## config.mk

```make
export PLATFORM = sky130hd
export DESIGN_NAME = mac_acc_seq
export DESIGN_NICKNAME = d
export VERILOG_FILES = /design/src/rtl/mac_acc_seq.sv
export SDC_FILE = /design/constraint.sdc
export NUM_CORES = 1
export LEC_CHECK = 0
export CORE_MARGIN = 3
export CORE_UTILIZATION = 40
export DETAILED_ROUTE_END_ITERATION = 8
export PLACE_DENSITY = 0.66
export SETUP_SLACK_MARGIN = 0.02
export SLEW_MARGIN = 10
export SYNTH_ARGS = -nofsm -noshare
export SYNTH_HDL_FRONTEND = slang
export SYNTH_SLANG_ARGS = --single-unit
```

## constraint.sdc

```tcl
create_clock -name clk -period 4.5 [get_ports clk]
set_clock_uncertainty 0.05 [all_clocks]
set_input_delay 0.9 -clock clk [delete_from_list [all_inputs] [get_ports clk]]
set_output_delay 0.9 -clock clk [all_outputs]
set_load 0.02 [all_outputs]
```

## src/rtl/mac_acc_seq.sv

```systemverilog
`default_nettype none
// ============================================================================
// Module      : mac_acc_seq
// Description : Sequencer/accumulator around a multi-cycle signed 32x32
//               multiplier. Issues one operand pair at a time, sums the
//               64-bit products of a dot product (closed by in_last) and
//               emits an arithmetically shifted, int32-saturated result.
//               Optional macro MAC_RELU_EN clamps negative results to zero.
// Revision    : 1.0 - initial release
// ============================================================================
module mac_acc_seq #(
    parameter int SHIFT  = 0,
    parameter int TERM_W = 16
) (
    input  logic              clk,
    input  logic              rst,
    input  logic              in_valid,
    output logic              in_ready,
    input  logic [31:0]       in_a,
    input  logic [31:0]       in_b,
    input  logic              in_last,
    output logic              mul_valid,
    output logic [31:0]       mul_a,
    output logic [31:0]       mul_b,
    input  logic              mul_ready,
    input  logic [63:0]       mul_result,
    output logic              out_valid,
    input  logic              out_ready,
    output logic [31:0]       out_data,
    output logic [TERM_W-1:0] out_terms
);

    typedef enum logic [1:0] {
        S_IDLE  = 2'd0,
        S_ISSUE = 2'd1,
        S_WAIT  = 2'd2,
        S_OUT   = 2'd3
    } state_t;

    localparam logic [TERM_W-1:0] c_TERM_ONE = TERM_W'(1);
    localparam logic [TERM_W-1:0] c_TERM_MAX = '1;
    localparam logic [31:0]       c_SAT_POS  = 32'h7FFF_FFFF;
    localparam logic [31:0]       c_SAT_NEG  = 32'h8000_0000;

    state_t             r_state;
    state_t             w_state_nxt;
    logic [31:0]        r_a;
    logic [31:0]        r_b;
    logic               r_last;
    logic signed [63:0] r_acc;
    logic [TERM_W-1:0]  r_terms;

    logic               w_capture;
    logic               w_absorb;
    logic               w_accept;
    logic signed [63:0] w_shifted;
    logic               w_fits;
    logic [31:0]        w_sat;
    logic [31:0]        w_result;

    // The multiplier samples its operands while idle, so they come only from
    // the capture registers and stay put until the next capture.
    assign mul_a = r_a;
    assign mul_b = r_b;

    assign w_capture = in_valid  && (r_state == S_IDLE);
    assign w_absorb  = mul_ready && (r_state == S_WAIT);
    assign w_accept  = out_ready && (r_state == S_OUT);

    // Shift then saturate: the value fits in int32 when bits 63..31 agree.
    assign w_shifted = r_acc >>> SHIFT;
    assign w_fits    = (&w_shifted[63:31]) | ~(|w_shifted[63:31]);
    assign w_sat     = w_fits ? w_shifted[31:0]
                              : (w_shifted[63] ? c_SAT_NEG : c_SAT_POS);

`ifdef MAC_RELU_EN
    assign w_result = w_sat[31] ? 32'h0000_0000 : w_sat;
`else
    assign w_result = w_sat;
`endif

    // State register.
    always_ff @(posedge clk) begin
        if (rst) begin
            r_state <= S_IDLE;
        end else begin
            r_state <= w_state_nxt;
        end
    end

    // Operand capture, product accumulation and term counting.
    always_ff @(posedge clk) begin
        if (rst) begin
            r_a     <= '0;
            r_b     <= '0;
            r_last  <= 1'b0;
            r_acc   <= '0;
            r_terms <= '0;
        end else begin
            if (w_capture) begin
                r_a    <= in_a;
                r_b    <= in_b;
                r_last <= in_last;
            end
            if (w_absorb) begin
                r_acc <= r_acc + $signed(mul_result);
                if (r_terms != c_TERM_MAX) begin
                    r_terms <= r_terms + c_TERM_ONE;
                end
            end else if (w_accept) begin
                r_acc   <= '0;
                r_terms <= '0;
            end
        end
    end

    // Next-state and handshake outputs; result outputs read zero outside OUT.
    always_comb begin
        w_state_nxt = r_state;
        in_ready    = 1'b0;
        mul_valid   = 1'b0;
        out_valid   = 1'b0;
        out_data    = '0;
        out_terms   = '0;
        case (r_state)
            S_IDLE: begin
                in_ready = 1'b1;
                if (in_valid) begin
                    w_state_nxt = S_ISSUE;
                end
            end
            S_ISSUE: begin
                mul_valid   = 1'b1;
                w_state_nxt = S_WAIT;
            end
            S_WAIT: begin
                if (mul_ready) begin
                    w_state_nxt = r_last ? S_OUT : S_IDLE;
                end
            end
            S_OUT: begin
                out_valid = 1'b1;
                out_data  = w_result;
                out_terms = r_terms;
                if (out_ready) begin
                    w_state_nxt = S_IDLE;
                end
            end
            default: begin
                w_state_nxt = S_IDLE;
            end
        endcase
    end

endmodule
`default_nettype wire

```

==> results.sh, run 1 <==
export IMPL_yosysTopAreaCell="sky130_fd_sc_hd__dfxtp_1"
export IMPL_synthCells=1215
export IMPL_number_of_antenna_violating_nets_in_the_routed_design=0
export IMPL_design_final_nets=1619
export IMPL_share_comb_of_total_power_pct=23.4
export IMPL_met2_wirelength_mm=14.4
export IMPL_mappedNetlistArea_mm2=0.00934
export IMPL_hp_class="reg -> reg"
export IMPL_antennaDiodeCount=0
export IMPL_wirelength_mm=29.8
export IMPL_grt_util_all_layers_pct=22.7
export IMPL_post_synth_top_count_cell="sky130_fd_sc_hd__nand2_1"
export IMPL_ys_async_sr_fraction_pct=0
export IMPL_cts_tree="built"
export IMPL_grt_setup_unrepaired="no"
export IMPL_clkPwrFrac_pct=39.1
export IMPL_grt_first_pass_wirelength_mm=47.5
export IMPL_final_max_slew_violation_count=0
export IMPL_area_growth_syn_to_layout_pct=34.2
export IMPL_floorplan_die_width_um=159
export IMPL_root_buffer="sky130_fd_sc_hd__clkbuf_16"
export IMPL_outcome="completed"
export IMPL_fp_dieArea_mm2=0.0252
export IMPL_post_route_cell_area_mm2=0.0125
export IMPL_max_cap_violations=0
export IMPL_timing_worst_slew_pin_value_ps=1020
export IMPL_achievable_frequency_ghz=0.229
export IMPL_switching_share_pct=33.0
export IMPL_syn_mean_instance_area_um2=7.69
export IMPL_leakage_uw=0.00524
export IMPL_cell_internal_pwr_uw=2490
export IMPL_p_switching_uw=1230
export IMPL_post_synth_most_frequent_cells="sky130_fd_sc_hd__nand2_1, sky130_fd_sc_hd__a21oi_1, sky130_fd_sc_hd__dfxtp_1"
export IMPL_synth_top_cells_by_area="sky130_fd_sc_hd__dfxtp_1, sky130_fd_sc_hd__a21oi_1, sky130_fd_sc_hd__ha_1"
export IMPL_max_slew_margin_rel_pct=31.9
export IMPL_worstSetupEndpointType="output pin"
export IMPL_io_pin_count=249
export IMPL_placed_area_mm2=0.0119
export IMPL_total_via_count_after_detailed_routing=9515
export IMPL_finalCriticalPeriod_ps=4360
export IMPL_fin_tns_setup_ps=0
export IMPL_post_cts_setup_buffers=0
export IMPL_grt_antenna_before_repair=0
export IMPL_pwr_dens_mw_per_mm2=297
export IMPL_post_synth_top_area_fraction_pct=31.5
export IMPL_clock_sinks=147
export IMPL_synth_enable_flop_cells=0
export IMPL_place_hpwl_mm=21.9
export IMPL_share_seq_of_total_power_pct=37.6
export IMPL_cp_start_kind="flop"
export IMPL_grt_start_max_net_pins=92
export IMPL_criticalPathCategory="reg -> out"
export IMPL_cts_reportedPaths_clkPinSlew_ps=70
export IMPL_setup_violations_final=0
export IMPL_cts_inserted_buffers=17
export IMPL_ys_seq_elements=147
export IMPL_route_top_layer_used="met4"
export IMPL_grt_overflow_total=0
export IMPL_cts_root_to_sink_buffers=2
export IMPL_post_route_cells_drive_above_1_share_pct=4.95
export IMPL_port_buffer_count=248
export IMPL_synth_cell_types=66
export IMPL_report_final_hold_viol_count=0
export IMPL_wl_met1_mm=13.4
export IMPL_synth_seq_area_share_pct=31.5
export IMPL_coreArea_mm2=0.0228
export IMPL_std_cell_rows=55
export IMPL_syn_num_nets=1414
export IMPL_die_height_um=159
export IMPL_timing_critical_path_required_ps=3550
export IMPL_fin_crit_sh_pct=96.8
export IMPL_first_global_vias=9051
export IMPL_drtIter0Drc=576
export IMPL_drc=0
export IMPL_met3_wirelength_mm=1.71
export IMPL_floorplan_initialDensity_pct=41.0
export IMPL_synth_top_flop_cell="sky130_fd_sc_hd__dfxtp_1"
export IMPL_placer_s_final_routability_congestion_estimate=0.903
export IMPL_utilization_pct=55.1
export IMPL_worst_path_arrival_ps=3410
export IMPL_ctsHtreeMaxLevel=4
export IMPL_finalPower_uw=3720
export IMPL_clkLatencyLatePin_ps=430
export IMPL_wl_per_cell_um=17.1
export IMPL_ir_drop_v=0.000271
export IMPL_critical_path_peak_fanout=31
export IMPL_synthesis_yosys_warnings=0
export IMPL_hold_ws_ps=404
export IMPL_route_detailed_vias_per_inst=5.45
export IMPL_drtPass1Iterations=5
==> cells by family after synthesis <==
| family | after synthesis | synth area share, % |
|---|---|---|
| buffers and inverters | 93 | 5.16 |
| AO/OA/AOI/OAI | 389 | 26.2 |
| adder cells (fa/ha/maj) | 65 | 8.79 |
| XOR/XNOR | 70 | 6.56 |
| AND/OR/NAND/NOR | 451 | 21.8 |
| flip-flops | 147 | 31.5 |
==> layout by cell type, fill, tap and decap left out, drive strengths merged, types with 25 or more instances in the layout <==
cell / instances
nand2: 197
clkdlybuf4s50: 247
o21ai: 46
nand4: 33
a21oi: 183
inv: 28
a22oi: 25
ha: 64
dfxtp: 147
xor2: 34
xnor2: 36
a21o: 43
nor2: 118
a22o: 33
==> area by class of cell <==
type	instances	area (um^2)
clock inverters	15	179
clock buffers	17	425
multi-input cells	975	5940
flip-flops and latches	147	2940
repair buffers	261	2590
inverters	18	67.6
fillers	2226	10200
well taps	313	392
==> path summary, 6_finish.rpt <==
check | startpoint | end | slack (ps) | cells after the start
max reg2reg | r_acc[0]$_SDFFE_PP0P_ | r_acc[60]$_SDFFE_PP0P_ | 920 | 14
max | r_acc[58]$_SDFFE_PP0P_ | out_data[28] | 140 | 8
min | mul_b[26]$_SDFFE_PP0P_ | mul_b[26]$_SDFFE_PP0P_ | 400 | 2
min reg2reg | mul_b[26]$_SDFFE_PP0P_ | mul_b[26]$_SDFFE_PP0P_ | 400 | 2
==> state kept, by name, summed over array words and instances, names as in the netlist <==
signal   count
r_terms     16
mul_a       32
r_acc       64
r_state      2
mul_b       32
r_last       1
==> repair_timing <==
item / 4_1_cts / 5_1_grt
hold buffers: 0 / 0
hold endpoints to repair: 0 / 0
resized for setup: 0 / 1
endpoints found under the setup margin: 0 / 24
==> metrics by stage <==
step / setup slack (ps) / std cells
5_1_grt: 20.2 / 1746
2_1_floorplan: 772 / 1215
3_3_place_gp: 51.1 / 1714
3_5_place_dp: -28.9 / 1714
6_report: 142 / 1746
4_1_cts: 65.0 / 1746
==> layer usage <==
metal | up-vias | GRT usage (%)
met4 | 0 | 5.13
li1 | 4749 | -
met3 | 22 | 5.09
met1 | 4427 | 29.2
met2 | 317 | 38.8
met5 | - | 0
==> worst max-delay path, stage by stage, from the launching register on <==
cell	delay, ps
sky130_fd_sc_hd__dfxtp_1	360
sky130_fd_sc_hd__nor4_2	350
sky130_fd_sc_hd__nand4_1	240
sky130_fd_sc_hd__or4_1	580
sky130_fd_sc_hd__o21ai_2	280
sky130_fd_sc_hd__buf_12	240
sky130_fd_sc_hd__a21oi_1	90
sky130_fd_sc_hd__nor2_1	200
sky130_fd_sc_hd__clkdlybuf4s50_1	650
==> power by group through the flow <==
stage | clock (uW) | combinational (uW) | sequential (uW)
final | 1450 | 869 | 1400
after CTS | 1490 | 870 | 1400
after global placement | 0 | 861 | 1420
after global routing | 1550 | 950 | 1410
after floorplan | 0 | 481 | 1460
after detailed placement | 0 | 864 | 1430
Note: power is estimated with default switching activity, not from simulation.
==> run 2, diff against run 1 <==
--- a/config.mk
+++ b/config.mk
@@ -9,7 +9,7 @@
 export CORE_UTILIZATION = 40
 export DETAILED_ROUTE_END_ITERATION = 8
 export PLACE_DENSITY = 0.66
-export SETUP_SLACK_MARGIN = 0.02
+export SETUP_SLACK_MARGIN = 0.05
 export SLEW_MARGIN = 10
 export SYNTH_ARGS = -nofsm -noshare
 export SYNTH_HDL_FRONTEND = slang
==> results.sh, run 2 (synthesized netlist as in run 1, its figures left out) <==
export IMPL_worstSetupEndpointType="output pin"
export IMPL_place_detailed_instances=1714
export IMPL_floorplan_initialDensity_pct=41.0
export IMPL_share_seq_of_total_power_pct=37.5
export IMPL_critical_path_cell_chain="nor4_2, nand4_1, or4_1, o21ai_4, nor2_2, buf_4, a21oi_1, nor2_1, clkdlybuf4s50_1"
export IMPL_commonest_non_fill_non_tap_cell_in_the_layout="sky130_fd_sc_hd__clkdlybuf4s50_1"
export IMPL_placed_area_mm2=0.0119
export IMPL_place_hpwl_mm=21.9
export IMPL_sequential_cell_area_mm2=0.00294
export IMPL_postCtsHoldBufs=0
export IMPL_post_place_ws_ps=-28.9
export IMPL_wirelength_mm=29.8
export IMPL_critical_path_peak_fanout=31
export IMPL_std_cell_rows=55
export IMPL_fp_dieArea_mm2=0.0252
export IMPL_criticalPathCategory="reg -> out"
export IMPL_clkLatencyLatePin_ps=430
export IMPL_pwr_dens_mw_per_mm2=297
export IMPL_crit_path_max_incr_delay_ps=600
export IMPL_ir_drop_v=0.000272
export IMPL_leakage_uw=0.00526
export IMPL_clkPwrFrac_pct=39.0
export IMPL_grt_setup_unrepaired="no"
export IMPL_finalWorstSetupSlack_ps=198
export IMPL_final_cells=1746
export IMPL_hp_class="reg -> reg"
export IMPL_report_final_hold_viol_count=0
export IMPL_antennaDiodeCount=0
export IMPL_achievable_frequency_ghz=0.232
export IMPL_finalCriticalPeriod_ps=4300
export IMPL_post_route_cell_area_mm2=0.0125
export IMPL_number_of_antenna_violating_nets_in_the_routed_design=0
export IMPL_post_cts_setup_buffers=0
export IMPL_cp_start_kind="flop"
export IMPL_grt_start_max_net_pins=92
export IMPL_reg2reg_setup_slack_ps=930
export IMPL_slowest_stage="sky130_fd_sc_hd__or4_1"
export IMPL_drtIter0Drc=537
export IMPL_placer_s_final_routability_congestion_estimate=0.903
export IMPL_max_cap_violations=0
export IMPL_drtPass1Iterations=5
export IMPL_grt_overflow_total=0
export IMPL_post_route_cells_drive_above_1_share_pct=4.95
export IMPL_route_detailed_vias_per_inst=5.47
export IMPL_timing_critical_path_required_ps=3550
export IMPL_die_height_um=159
export IMPL_switching_share_pct=33.0
export IMPL_grt_first_pass_wirelength_mm=47.5
export IMPL_clock_sinks=147
export IMPL_io_pin_count=249
export IMPL_cts_reportedPaths_clkPinSlew_ps=70
export IMPL_final_max_slew_violation_count=0
export IMPL_post_cts_resized_instances=0
export IMPL_fillerInstances=2223
export IMPL_root_buffer="sky130_fd_sc_hd__clkbuf_16"
export IMPL_setup_violations_final=0
export IMPL_timing_worst_slew_pin_value_ps=1020
export IMPL_ctsHtreeMaxLevel=4
export IMPL_total_via_count_after_detailed_routing=9558
export IMPL_first_global_vias=9051
export IMPL_outcome="completed"
export IMPL_cts_tree="built"
export IMPL_share_comb_of_total_power_pct=23.4
export IMPL_utilization_pct=55.1
export IMPL_port_buffer_count=248
export IMPL_worst_path_arrival_ps=3350
export IMPL_p_switching_uw=1230
export IMPL_coreArea_mm2=0.0228
export IMPL_grt_util_all_layers_pct=22.7
export IMPL_drc=0
export IMPL_largest_register_ff_count=64
export IMPL_grt_antenna_before_repair=0
export IMPL_cts_root_to_sink_buffers=2
export IMPL_mostFrequentLayoutCells="sky130_fd_sc_hd__clkdlybuf4s50_1, sky130_fd_sc_hd__nand2_1, sky130_fd_sc_hd__a21oi_1, sky130_fd_sc_hd__dfxtp_1, sky130_fd_sc_hd__nor2_1"
export IMPL_design_final_nets=1619
export IMPL_area_growth_syn_to_layout_pct=34.3
export IMPL_multi_input_area_mm2=0.00595
export IMPL_wl_per_cell_um=17.1
export IMPL_max_slew_margin_rel_pct=32.2
export IMPL_cts_inserted_buffers=17
export IMPL_fin_crit_sh_pct=95.6
export IMPL_floorplan_die_width_um=159
export IMPL_cell_internal_pwr_uw=2490
export IMPL_registers_top_by_ff_count="r_acc"
## run 2: changes by cell type in the layout (fill, tap and decap cells not counted)
cell,before,now
sky130_fd_sc_hd__o21ai_2,1,0
sky130_fd_sc_hd__o21ai_4,0,1
sky130_fd_sc_hd__dlymetal6s2s_1,0,1
sky130_fd_sc_hd__clkdlybuf4s50_1,247,246
## run 2: path summary, 6_finish.rpt
kind	cells past startpoint	from	endpoint
min	2	mul_b[26]$_SDFFE_PP0P_	mul_b[26]$_SDFFE_PP0P_
min reg2reg	2	mul_b[26]$_SDFFE_PP0P_	mul_b[26]$_SDFFE_PP0P_
max reg2reg	14	r_acc[0]$_SDFFE_PP0P_	r_acc[60]$_SDFFE_PP0P_
max	9	r_acc[58]$_SDFFE_PP0P_	out_data[19]
## run 2: power by group through the flow
stage               Sequential [uW]  Clock, uW  Combinational, uW
floorplan                      1460          0                481
global placement               1420          0                861
detailed placement             1430          0                864
CTS                            1400       1490                870
global route                   1410       1550                954
finish                         1400       1450                872
## run 2: cell type report
type,count,area share [%]
Clock buffer,17,3.39
Tap cell,313,3.12
Timing Repair Buffer,261,20.7
Clock inverter,15,1.43
Inverter,18,0.538
Sequential cell,147,23.4
Multi-Input combinational cell,975,47.4
## run 2: stage by stage
stage / hold WS, ps / power (uW) / TNS (ps)
after global routing: 429 / 3900 / 0
after global placement: 391 / 2290 / 0
final: 404 / 3720 / 0
after floorplan: 397 / 1940 / 0
after CTS: 406 / 3760 / 0
after detailed placement: 396 / 2290 / -28.9
## run 2: critical path, delay by kind of cell, from the launching register on
family	cells	cell delay, ps
compound gates	2	460
flops	1	360
simple gates	5	1290
buf+inv	2	790
## run 2: per-layer routing
| layer | track usage, % | routed length [um] |
|---|---|---|
| met1 | 29.2 | 13300 |
| met4 | 5.13 | 365 |
| met5 | 0 | 0 |
| met3 | 5.09 | 1710 |
| met2 | 38.8 | 14400 |
==> run 3, diff against run 2 <==
--- a/config.mk
+++ b/config.mk
@@ -8,6 +8,7 @@
 export CORE_MARGIN = 3
 export CORE_UTILIZATION = 40
 export DETAILED_ROUTE_END_ITERATION = 8
+export HOLD_SLACK_MARGIN = 0.05
 export PLACE_DENSITY = 0.66
 export SETUP_SLACK_MARGIN = 0.05
 export SLEW_MARGIN = 10
==> results of run 3 <==
No change in the layout: final DEF, timing and power equal those of run 2.
